### src/rtl/tlb_walker.sv
// Sv39/Sv48 page-table walker for the TLB miss path: one outstanding PTE read at a time.
// A leaf PTE produces a one-cycle TLB write strobe. A bad walk produces a page-fault or access-fault pulse.
module tlb_walker #(
    parameter int XLEN     = 64,
    parameter int PA_BITS  = 56,
    parameter int PPN_BITS = 44
) (
    input  logic                clk,
    input  logic                reset,
    input  logic [3:0]          SATP_MODE,
    input  logic [PPN_BITS-1:0] SATP_PPN,
    input  logic [XLEN-1:0]     VAdr,
    input  logic                TLBMiss,
    input  logic                TLBFlush,
    output logic                MemReqValid,
    input  logic                MemReqReady,
    output logic [PA_BITS-1:0]  MemReqAdr,
    input  logic                MemRspValid,
    input  logic [XLEN-1:0]     MemRspData,
    input  logic                MemRspErr,
    output logic [XLEN-1:0]     PTE,
    output logic [1:0]          PageTypeWriteVal,
    output logic                TLBWrite,
    output logic                WalkerPageFault,
    output logic                WalkerAccessFault,
    output logic                Busy
);

    typedef enum logic [2:0] {
        S_IDLE,
        S_REQ,
        S_WAIT,
        S_LEAF,
        S_PFAULT,
        S_AFAULT,
        S_DRAIN
    } state_t;

    state_t                state_q, state_d;
    logic [1:0]            level_q, level_d;
    logic [PPN_BITS-1:0]   base_q, base_d;
    logic [35:0]           vpn_q, vpn_d;
    logic [XLEN-1:0]       pte_q, pte_d;
    logic [1:0]            ptype_q, ptype_d;

    logic                  mode_ok;
    logic                  req_fire;
    logic [8:0]            vpn_sel;
    logic [PPN_BITS+11:0]  req_adr_full;
    logic                  pte_bad;
    logic                  pte_leaf;
    logic                  nonleaf_rsvd;

    assign mode_ok  = (SATP_MODE == 4'd8) || (SATP_MODE == 4'd9);
    assign req_fire = (state_q == S_REQ) && MemReqReady;

    // PTE classification. Checks are applied in priority order in S_WAIT.
    assign pte_bad      = !MemRspData[0] || (!MemRspData[1] && MemRspData[2])
                          || (MemRspData[63:54] != 10'd0);
    assign pte_leaf     = MemRspData[1] || MemRspData[3];
    assign nonleaf_rsvd = (MemRspData[7:4] != 4'd0);

    always_comb begin
        case (level_q)
            2'd0:    vpn_sel = vpn_q[8:0];
            2'd1:    vpn_sel = vpn_q[17:9];
            2'd2:    vpn_sel = vpn_q[26:18];
            default: vpn_sel = vpn_q[35:27];
        endcase
    end

    assign req_adr_full = {base_q, vpn_sel, 3'b000};

    always_comb begin
        // NOTE: every signal written here gets a default first, so no path can leave it unassigned and infer a latch.
        state_d = state_q;
        level_d = level_q;
        base_d  = base_q;
        vpn_d   = vpn_q;
        pte_d   = pte_q;
        ptype_d = ptype_q;

        case (state_q)
            S_IDLE: begin
                if (TLBMiss && !TLBFlush && mode_ok) begin
                    vpn_d   = VAdr[47:12];
                    level_d = (SATP_MODE == 4'd9) ? 2'd3 : 2'd2;
                    base_d  = SATP_PPN;
                    state_d = S_REQ;
                end
            end
            S_REQ: begin
                if (TLBFlush)
                    state_d = req_fire ? S_DRAIN : S_IDLE;
                else if (req_fire)
                    state_d = S_WAIT;
            end
            S_WAIT: begin
                // A flush coinciding with the response drops that response. Otherwise the walker drains it later.
                if (TLBFlush) begin
                    state_d = MemRspValid ? S_IDLE : S_DRAIN;
                end else if (MemRspValid) begin
                    if (MemRspErr) begin
                        state_d = S_AFAULT;
                    end else if (pte_bad) begin
                        state_d = S_PFAULT;
                    end else if (pte_leaf) begin
                        pte_d   = MemRspData;
                        ptype_d = level_q;
                        state_d = S_LEAF;
                    end else if (nonleaf_rsvd || (level_q == 2'd0)) begin
                        state_d = S_PFAULT;
                    end else begin
                        base_d  = MemRspData[PPN_BITS+9:10];
                        level_d = level_q - 2'd1;
                        state_d = S_REQ;
                    end
                end
            end
            S_LEAF, S_PFAULT, S_AFAULT: state_d = S_IDLE;
            S_DRAIN: begin
                if (MemRspValid)
                    state_d = S_IDLE;
            end
            default: state_d = S_IDLE;
        endcase
    end

    // NOTE: state flops use non-blocking assignments, so each flop sees the pre-edge values of the others.
    always_ff @(posedge clk or negedge reset) begin
        if (!reset) begin
            state_q <= S_IDLE;
            level_q <= 2'd0;
            base_q  <= '0;
            vpn_q   <= '0;
            pte_q   <= '0;
            ptype_q <= 2'd0;
        end else begin
            state_q <= state_d;
            level_q <= level_d;
            base_q  <= base_d;
            vpn_q   <= vpn_d;
            pte_q   <= pte_d;
            ptype_q <= ptype_d;
        end
    end

    assign MemReqValid       = (state_q == S_REQ);
    assign MemReqAdr         = (state_q == S_REQ) ? req_adr_full[PA_BITS-1:0] : '0;
    assign PTE               = pte_q;
    assign PageTypeWriteVal  = ptype_q;
    assign TLBWrite          = (state_q == S_LEAF);
    assign WalkerPageFault   = (state_q == S_PFAULT);
    assign WalkerAccessFault = (state_q == S_AFAULT);
    assign Busy              = (state_q != S_IDLE);

endmodule
### config.mk
export PLATFORM = sky130hd
export DESIGN_NAME = tlb_walker
export DESIGN_NICKNAME = d
export VERILOG_FILES = /design/src/rtl/tlb_walker.sv
export SDC_FILE = /design/constraint.sdc
export NUM_CORES = 1
export LEC_CHECK = 0
export CAP_MARGIN = 20
export CELL_PAD_IN_SITES_DETAIL_PLACEMENT = 0
export CELL_PAD_IN_SITES_GLOBAL_PLACEMENT = 1
export CORE_ASPECT_RATIO = 1.75
export CORE_MARGIN = 2
export CORE_UTILIZATION = 33
export DETAILED_ROUTE_END_ITERATION = 10
export GPL_TIMING_DRIVEN = 1
export PLACE_DENSITY = 0.85
export SLEW_MARGIN = 20
export SYNTH_ARGS = -nofsm -noshare
export SYNTH_HDL_FRONTEND = slang
export SYNTH_SLANG_ARGS = --single-unit
### constraint.sdc
create_clock -name clk -period 5.35 [get_ports clk]
set_clock_uncertainty 0.05 [all_clocks]
set_input_delay 1.3375 -clock clk [delete_from_list [all_inputs] [get_ports clk]]
set_output_delay 1.3375 -clock clk [all_outputs]
set_load 0.005 [all_outputs]
[Word level (Yosys, flattened, before mapping)]
Index checks and enable logic that the tools add are counted.
Storage, ports and cells
  word-level logic and storage cells: 84
  output and inout bits: 127
  bits in registers: 151
  bits of input ports: 183
Cells by class
  $add $sub $neg: 1
  muxes and demuxes: 32
  reductions and logical operators: 22
  bitwise gates (word level): 3
  equality and inequality tests: 20
Operator list (count)
  $mux 44: 7
  $pmux 44 s2: 1
  $mux 56: 1
  $mux 3: 12
  $pmux 9 s3: 1
  $ne 2x2->1 const B: 8
  $mux 2: 7
  $pmux 3 s4: 1
  $reduce_bool 10->1: 1
  $eq 3x3->1 const B: 3
  $eq 4x4->1 const B: 2
  $reduce_and 8->1: 1
  $eq 3x2->1 const B: 2
  $reduce_and 6->1: 1
  $logic_or 1x1->1: 5
  $logic_and 1x1->1: 4
  $pmux 2 s2: 1
  $reduce_and 4->1: 1
  $reduce_bool 4->1: 1
  $eq 3x1->1 const B: 1
  $logic_not 1->1: 3
  $logic_not 3->1: 1
  $ne 3x2->1 const B: 1
  $ne 3x3->1 const B: 1
  9 further kinds: 11

[Logic depth before layout (Yosys ltp)]
Gate-level depths: netlist of run 1.
  depth after elaboration: 9
  depth in mapped cells: 8
  depth with buffers taken out: 7

[Worst setup path before layout of run 1]
OpenSTA, ideal clock, no wires.
  kind: in2reg
  start: input port MemRspData[55]
  end: register pte_q[25], in the netlist PTE[25]
  slack: 2.292 ns
  required time: 5.175 ns
  arrival time: 2.883 ns
  setup time: 0.125 ns
  cell stages on the path: 6
  buffers on the path: 2
  cells stage by stage: nor4_1 > nand3_2 > nor4_2 > buf_4 > buf_6 > mux2_2
Between the ends
  cells in the longest elaborated chain, start to end: 4
RTL lines
  from (decl): line 19  | input logic [XLEN-1:0] MemRspData,
  $reduce_bool 10->1: line 59  | || (MemRspData[63:54] != 10'd0);
  $logic_or 1x1->1: line 59
  $not 1->1 (no line)
  $reduce_and 6->1 (no line)
  to (signal assigned): line 143  | pte_q <= pte_d;
  to (decl): line 43  | logic [XLEN-1:0] pte_q, pte_d;
No other way between the ends.
A chain may end at the register's enable or synchronous reset.

[Final worst setup path of run 1]
  start: register level_q[0]
  end: output port MemReqAdr[7]
Between the ends
  cells in the longest elaborated chain, start to end: 3
  elaborated cells on any way between the ends: 5
  classes of those cells: eq/ne: 2; mux: 2; reduce/logical: 1
RTL lines
  from (decl): line 40  | logic [1:0] level_q, level_d;
  from (signal assigned): line 140  | level_q <= level_d;
  $eq 2x2->1 (tied with other cells): line 64  | case (level_q)
  $pmux 9 s3 *: line 64
  $mux 56 *: line 149  | assign MemReqAdr = (state_q == S_REQ) ? req_adr_full[PA_BITS-1:0] : '0;
  to (decl): line 17  | output logic [PA_BITS-1:0] MemReqAdr,
Every way passes the cells marked *; elsewhere a longest branch is shown, timed or not.

==> results.md, run 1 <==
- Status: completed
- Final cycle utilization of the critical path: 75.90%
- Hold/Removal Path Class: reg2reg
- Residual DRC count: 0
- HPWL Detailed: 14.82 mm
- Crit path from: level_q[0]
- Clock share of power: around two fifths
- CORE AREA: 19740 um^2
- Switching power: 0.8169 mW
- Post-DR vias/cell: 4.842
- Final Max Slew Viols: 0
- Synthesized area: 6655 um^2
- Chip height: 191.9 um
- Critical path cell sequence: inv_1 -> ha_1 -> a222oi_1 -> nor2_1 -> a21oi_1 -> nor2_1 -> clkdlybuf4s50_1
- Pint: 2.109 mW
- Hold path start: PTE[0]
- GR Util All Layers: 19.49%
- Initial core utilization: 33.72%
- Leak pwr: 4.598 nW
- DR vias: 5728
- Share of cells above drive strength 1: around 11%
- Hold Slack: between 400 and 500 ps
- Clk sinks: 151
- FF+latch count, synth: ~150
- DR pass1 iterations: 4
- Number of global-route vias before repair: around 5800
- Nets: 1112
- Root Driver: clkbuf_16
- Logic pwr share: 14.3%
- Synthesized instance count: 659
- Sequential power share: a little under half
- WP data required: roughly 4000 ps
- Yosys warns: 0
- Die X: 111.4 um
- Iter 0 DRT Violations: 286
- Setup TNS Final: 0 ps
- Minimum clock period after layout: 4061 ps
- CTS max path bufs: 2
- First-pass GRT wire length: 32.28 mm
- Final setup violation count: 0
- Diodes inserted: 0
- Crit Reg-Reg Endpoint: PTE[49]
- Placer congestion estimate: 0.8060
- Initial antenna violation count: 0
- Final wirelength: 20.83 mm
- Crit. End Element: primary output
- Syn Area/Cell: around 10 um^2
- Total gr overflow: 0
- Slew HR: 38.01%
- FF-to-FF setup slack: approximately 2700 ps
- MaxCap Viol Count: 0
- Clk_lat worst skew: between 400 and 500 ps
- RSZ-0062 raised after global routing: false
- Final Hold Fails: 0
- Startpoint types: flop
- VDD IR max: 0.0002012 V
- Worst hold path depth: 1
- Crit-path max cell delay: 610 ps
- R2R cell count: 5
- Pin count of the biggest net entering global routing: a little under 100
- CP delay by family, top: compound AO/OA/AOI/OAI gates
- Seq/Total Area, Yosys: 56.78%
- Inserted Clock Buffers: 17
- Pin slew with the least headroom to its limit: 929.9 ps
- Crit Path Category: reg2out
- Antenna Violating Nets Remaining: 0
- WP data arrival: 2670 ps
- Critical path peak fanout: 11
- Cell variety after synth: between 40 and 50
- CTS tree: done
- Reg2reg start: state_q[1]
- Switching Fraction: between 20% and 30%
- H-Tree Depth: 4
- Post-CTS setup buffers: 0
- CP max-delay cell: a222oi_1
- I/O Buffers: approximately 280
- Row count: 68
- Clock transition at path regs: 60 ps
- Crit path top cell by count: nor2_1
- Post-CTS resize count: 0
- Hold_buf cts: 0
- Hold path endpoint: PTE[0]
- CP Buf/Inv Count: 2
- Pwr Density: 286.4 nW/um^2
- WL/cell: 17.61 um
- DIE AREA: 21360 um^2
- I/O Pins: 310
- Highest achievable clock rate: 246.3 MHz
- Area added between synthesis and finish: 53.54%
layer usage:
metal | track usage, % | share of wire [%]
met4 | 8.167 | 2.9
met2 | 35.58 | 54
met3 | 3.408 | 4.0
met5 | 0 | 0
met1 | 22.42 | 39
flip-flops by register name, summed over array words and instances, names as in the netlist:
signal,flops
base_q,44
state_q,3
level_q,2
vpn_q,36
PTE,64
PageTypeWriteVal,2
final cells by class:
class | count | area [um^2]
fill | 1855 | 9520
inverter | 49 | 183.9
timing repair buffer | 288 | 2872
multi-input combinational | 418 | 2522
clock inverter | 15 | 130.1
tap | 245 | 306.5
clock buffer | 17 | 425.4
sequential | 151 | 3779
kinds of logic after synthesis:
group	synth area share [%]
AND/OR/NAND/NOR	14.87
other	0.05635
flip-flops	56.78
multiplexers	9.306
adder cells (fa/ha/maj)	0.7521
buffers and inverters	5.903
AO/OA/AOI/OAI	12.33
worst register-to-register path: cells and delay by family, from the launching register on:
kind / cells / cell delay (ps)
flip-flops: 1 / 500
buffers and inverters: 1 / 550
multiplexers: 1 / 440
AND/OR/NAND/NOR: 3 / 1030
power by group through the flow:
stage | sequential, mW | clock (mW) | combinational [mW]
detailed placement | 1.37 | 0 | 0.423
global placement | 1.36 | 0 | 0.416
finish | 1.35 | 1.16 | 0.420
CTS | 1.35 | 1.19 | 0.427
global route | 1.36 | 1.23 | 0.476
floorplan | 1.35 | 0 | 0.206
worst max path at each step:
stage	to	slack, ps	cells after the start
floorplan	PTE[25]	2290	6
global placement	PTE[29]	1220	6
CTS	MemReqAdr[7]	1210	7
global route	MemReqAdr[7]	1130	7
finish	MemReqAdr[7]	1290	7
detailed placement	PTE[49]	1210	6
Yosys cell counts (all sizes together):
master	number	area [um^2]
o21a	1	7.510
a211oi	1	12.51
o32ai	1	8.760
nor3b	3	33.78
a21boi	1	7.510
or2	2	12.51
nand3	3	20.02
nand4	3	18.77
a21oi	16	80.08
conb	1	3.750
nor4	4	31.28
nand2	114	427.9
nor2	74	277.8
o31a	1	8.760
inv	49	183.9
buf	17	111.4
nor4b	1	8.760
a31oi	2	12.51
o31ai	1	7.510
o21ai	48	240.2
a221oi	1	15.01
and2	2	12.51
ha	4	50.05
nor3	5	25.02
and4	1	8.760
clkbuf	26	97.59
nand2b	3	18.77
and3	1	6.260
nor2b	14	87.58
a222oi	9	90.09
a22oi	44	330.3
dfrtp	151	3779
mux2	55	619.3
layout by cell type (no fill, tap or decap), types with 2 or more instances in the layout:
master and count:
a222oi_1 9, a22oi_1 44, inv_6 8, mux2_1 2
nand4_1 3, inv_8 3, nand2_1 113, o21ai_0 39
inv_1 49, nand3_1 2, a21oi_1 16, nor3_1 5
or2_2 2, dfrtp_1 151, nand2b_1 3, o21ai_1 9
clkinv_2 2, nor2b_1 14, a31oi_1 2, clkbuf_16 17
mux2_2 53, ha_1 4, buf_4 9, clkdlybuf4s50_1 277
nor4_1 3, and2_1 2, nor3b_1 2, conb_1 3
nor2_1 74
through the flow:
stage                     total power, mW  std cells  util [%]  worst slack, ps  area (um^2)
after global routing                3.068       1183     51.77             1128        10220
after floorplan                     1.559        661         -             2293         6663
after CTS                           2.963       1183     51.77             1209        10220
final                               2.926       1183     51.77             1289        10220
after global placement              1.779       1151     48.95             1219         9663
after detailed placement            1.791       1151     48.95             1210         9663
No activity file was read; power rests on OpenSTA's default activity.
==> inputs of run 2 (changes only) <==
- CORE_UTILIZATION: 33 -> 27
- PLACE_DENSITY: 0.85 -> 0.74
- clock period: 5.35 -> 3.5 ns (I/O delays scaled with it)
==> run 2 against run 1 <==
Cell area up 2.8%. Clock power up 63%. Routed wire length up 5.1%. Register-to-register slack worse by 1700 ps. Sequential power up 53%. Final cell count up 6.4%. Utilization down 8.8 points. Critical path type unchanged.
==> results.md, run 2 (synthesis gave the netlist of run 1 again) <==
- Status: completed
- CTS max path bufs: 2
- Setup WS post-layout: 89.85 ps
- M1 WL: 8.183 mm
- Placer congestion estimate: 0.8117
- CP max-delay cell: clkdlybuf4s50_1
- Final setup violation count: 0
- Total gr overflow: 0
- Clock transition at path regs: approximately 60 ps
- I/O Pins: 310
- Setup TNS Final: 0 ps
- DR WL met3: 1.076 mm
- Root Driver: clkbuf_16
- DIE AREA: between 20000 and 30000 um^2
- Initial core utilization: a little over a quarter
- HPWL Detailed: about 16 mm
- Crit path top cell by count: nor2_1
- R2R cell count: 9
- Final Hold Fails: 0
- I/O Buffers: ~280
- Final wirelength: 21.89 mm
- Hold_buf cts: 0
- Area taken by multi-input logic gates: 2561 um^2
- Most frequent cells in the layout: 277 x clkdlybuf4s50_1, 150 x dfrtp_1, 113 x nand2_1, 74 x nor2_1, 53 x mux2_2
- Row count: 76
- Minimum clock period after layout: 3410 ps
- Iter 0 DRT Violations: 255
- VDD IR max: ~0.00029 V
- Crit. End Element: primary output
- First-pass GRT wire length: 32.87 mm
- WP depth: 8
- Max reg flops: 64
- DR pass1 iterations: 4
- CORE AREA: 24440 um^2
- Leak pwr: 4.668 nW
- Share of cells above drive strength 1: 12.14%
- Startpoint types: flop
- Number of global-route vias before repair: 5799
- DR top layer: met5
- Diodes inserted: 0
- Pre-CTS setup slack: 93.36 ps
- Highest achievable clock rate: 293.2 MHz
- Pin slew with the least headroom to its limit: 687.1 ps
- Pin count of the biggest net entering global routing: 72
- Hold/Removal Path Class: in2async
- CP delay by family, top: buffers and inverters
- Initial antenna violation count: 1
- Chip height: 211.7 um
- Clk_lat worst skew: between 400 and 500 ps
- Critical path cell sequence: inv_1 -> ha_4 -> a222oi_1 -> buf_4 -> nor2_1 -> a21oi_1 -> nor2_1 -> clkdlybuf4s50_1
- Die X: about 120 um
- Slew HR: 54.19%
- H-Tree Depth: 4
- Inserted Clock Buffers: 17
- Critical path peak fanout: 9
- Register area: 3780 um^2
- Final Util: 42.97%
- RSZ-0062 raised after global routing: false
- WL met2: 11.99 mm
- Antenna Violating Nets Remaining: 0
- Crit Path Category: reg2out
- Area added between synthesis and finish: 57.79%
- DR vias: 5735
- Nets: 1122
- Fill cells: about 2300
- Overall Power: around 4.6 mW
- CP Buf/Inv Count: 3
- Crit-path max cell delay: about 470 ps
- WL/cell: 17.39 um
- GR Util All Layers: 17.12%
- CTS tree: done
- Final Max Slew Viols: 0
- Pwr Density: 442.6 nW/um^2
- Final cycle utilization of the critical path: 97.43%
- WP data required: 2570 ps
- Most common cell after layout, fill and taps aside: clkdlybuf4s50_1
- Clk sinks: 151
- MaxCap Viol Count: 0
- WP data arrival: 2490 ps
- Residual DRC count: 0
- Post-DR vias/cell: roughly 4.6
-- run 2: cell count changes in the layout (fill, tap and decap cells not counted), sizes merged --
| cell | change |
|---|---|
| buf | +10 |
| bufinv | +3 |
| clkbuf | +6 |
| inv | -10 |
-- run 2: report_power, final --
part	internal (mW)	switching, mW	total (mW)
Clock	1.15	0.741	1.89
Combinational	0.347	0.344	0.691
Sequential	1.97	0.0880	2.06
-- run 2: layout make-up --
| cell class | instances | area share, % |
|---|---|---|
| well taps | 312 | 3.717 |
| clock inverters | 8 | 1.156 |
| flip-flops and latches | 151 | 35.99 |
| repair buffers | 298 | 28.54 |
| clock buffers | 23 | 4.456 |
| multi-input cells | 418 | 24.39 |
| inverters | 49 | 1.751 |
-- run 2: worst paths after layout --
path	startpoint	to	slack (ps)
worst min register to register	vpn_q[17]	vpn_q[17]	420
worst max register to register	level_q[0]	base_q[23]	1010
worst max-delay path	level_q[1]	MemReqAdr[8]	90
max in group asynchronous	reset	base_q[23]	2210
worst min-delay path	reset	PTE[8]	390
min in group clk	vpn_q[17]	vpn_q[17]	420
-- run 2: metrics by stage --
step                std cells  cell area, um^2  hold WS (ps)
floorplan                 661             6663         388.3
global placement         1227             9866         400.7
detailed placement       1227             9866         405.7
CTS                      1259            10500         411.6
global route             1259            10500         442.5
finish                   1259            10500         394.5
-- run 2: worst register-to-register path: cells and delay by family (launching register included) --
| kind | cells | cell delay, ps |
|---|---|---|
| buf+inv | 3 | 550 |
| compound gates | 3 | 570 |
| simple gates | 2 | 590 |
| flops | 1 | 420 |
| fa+ha+maj | 1 | 210 |
-- run 2: what timing repair did --
item	4_1_cts	5_1_grt
buffers inserted	1	0
gates resized for setup	8	0
endpoints found under the setup margin	8	0
-- run 2: layer usage --
layer	global-route usage, %	vias to the layer above
li1	-	2753
met1	18.20	2772
met2	31.34	178
met3	3.798	30
met4	8.046	2
met5	0	-
==> inputs of run 3 (changes only) <==
- CTS_CLUSTER_DIAMETER: not set -> 120
==> results of run 3 <==
The final DEF is identical to that of run 2; final timing and power are the same.
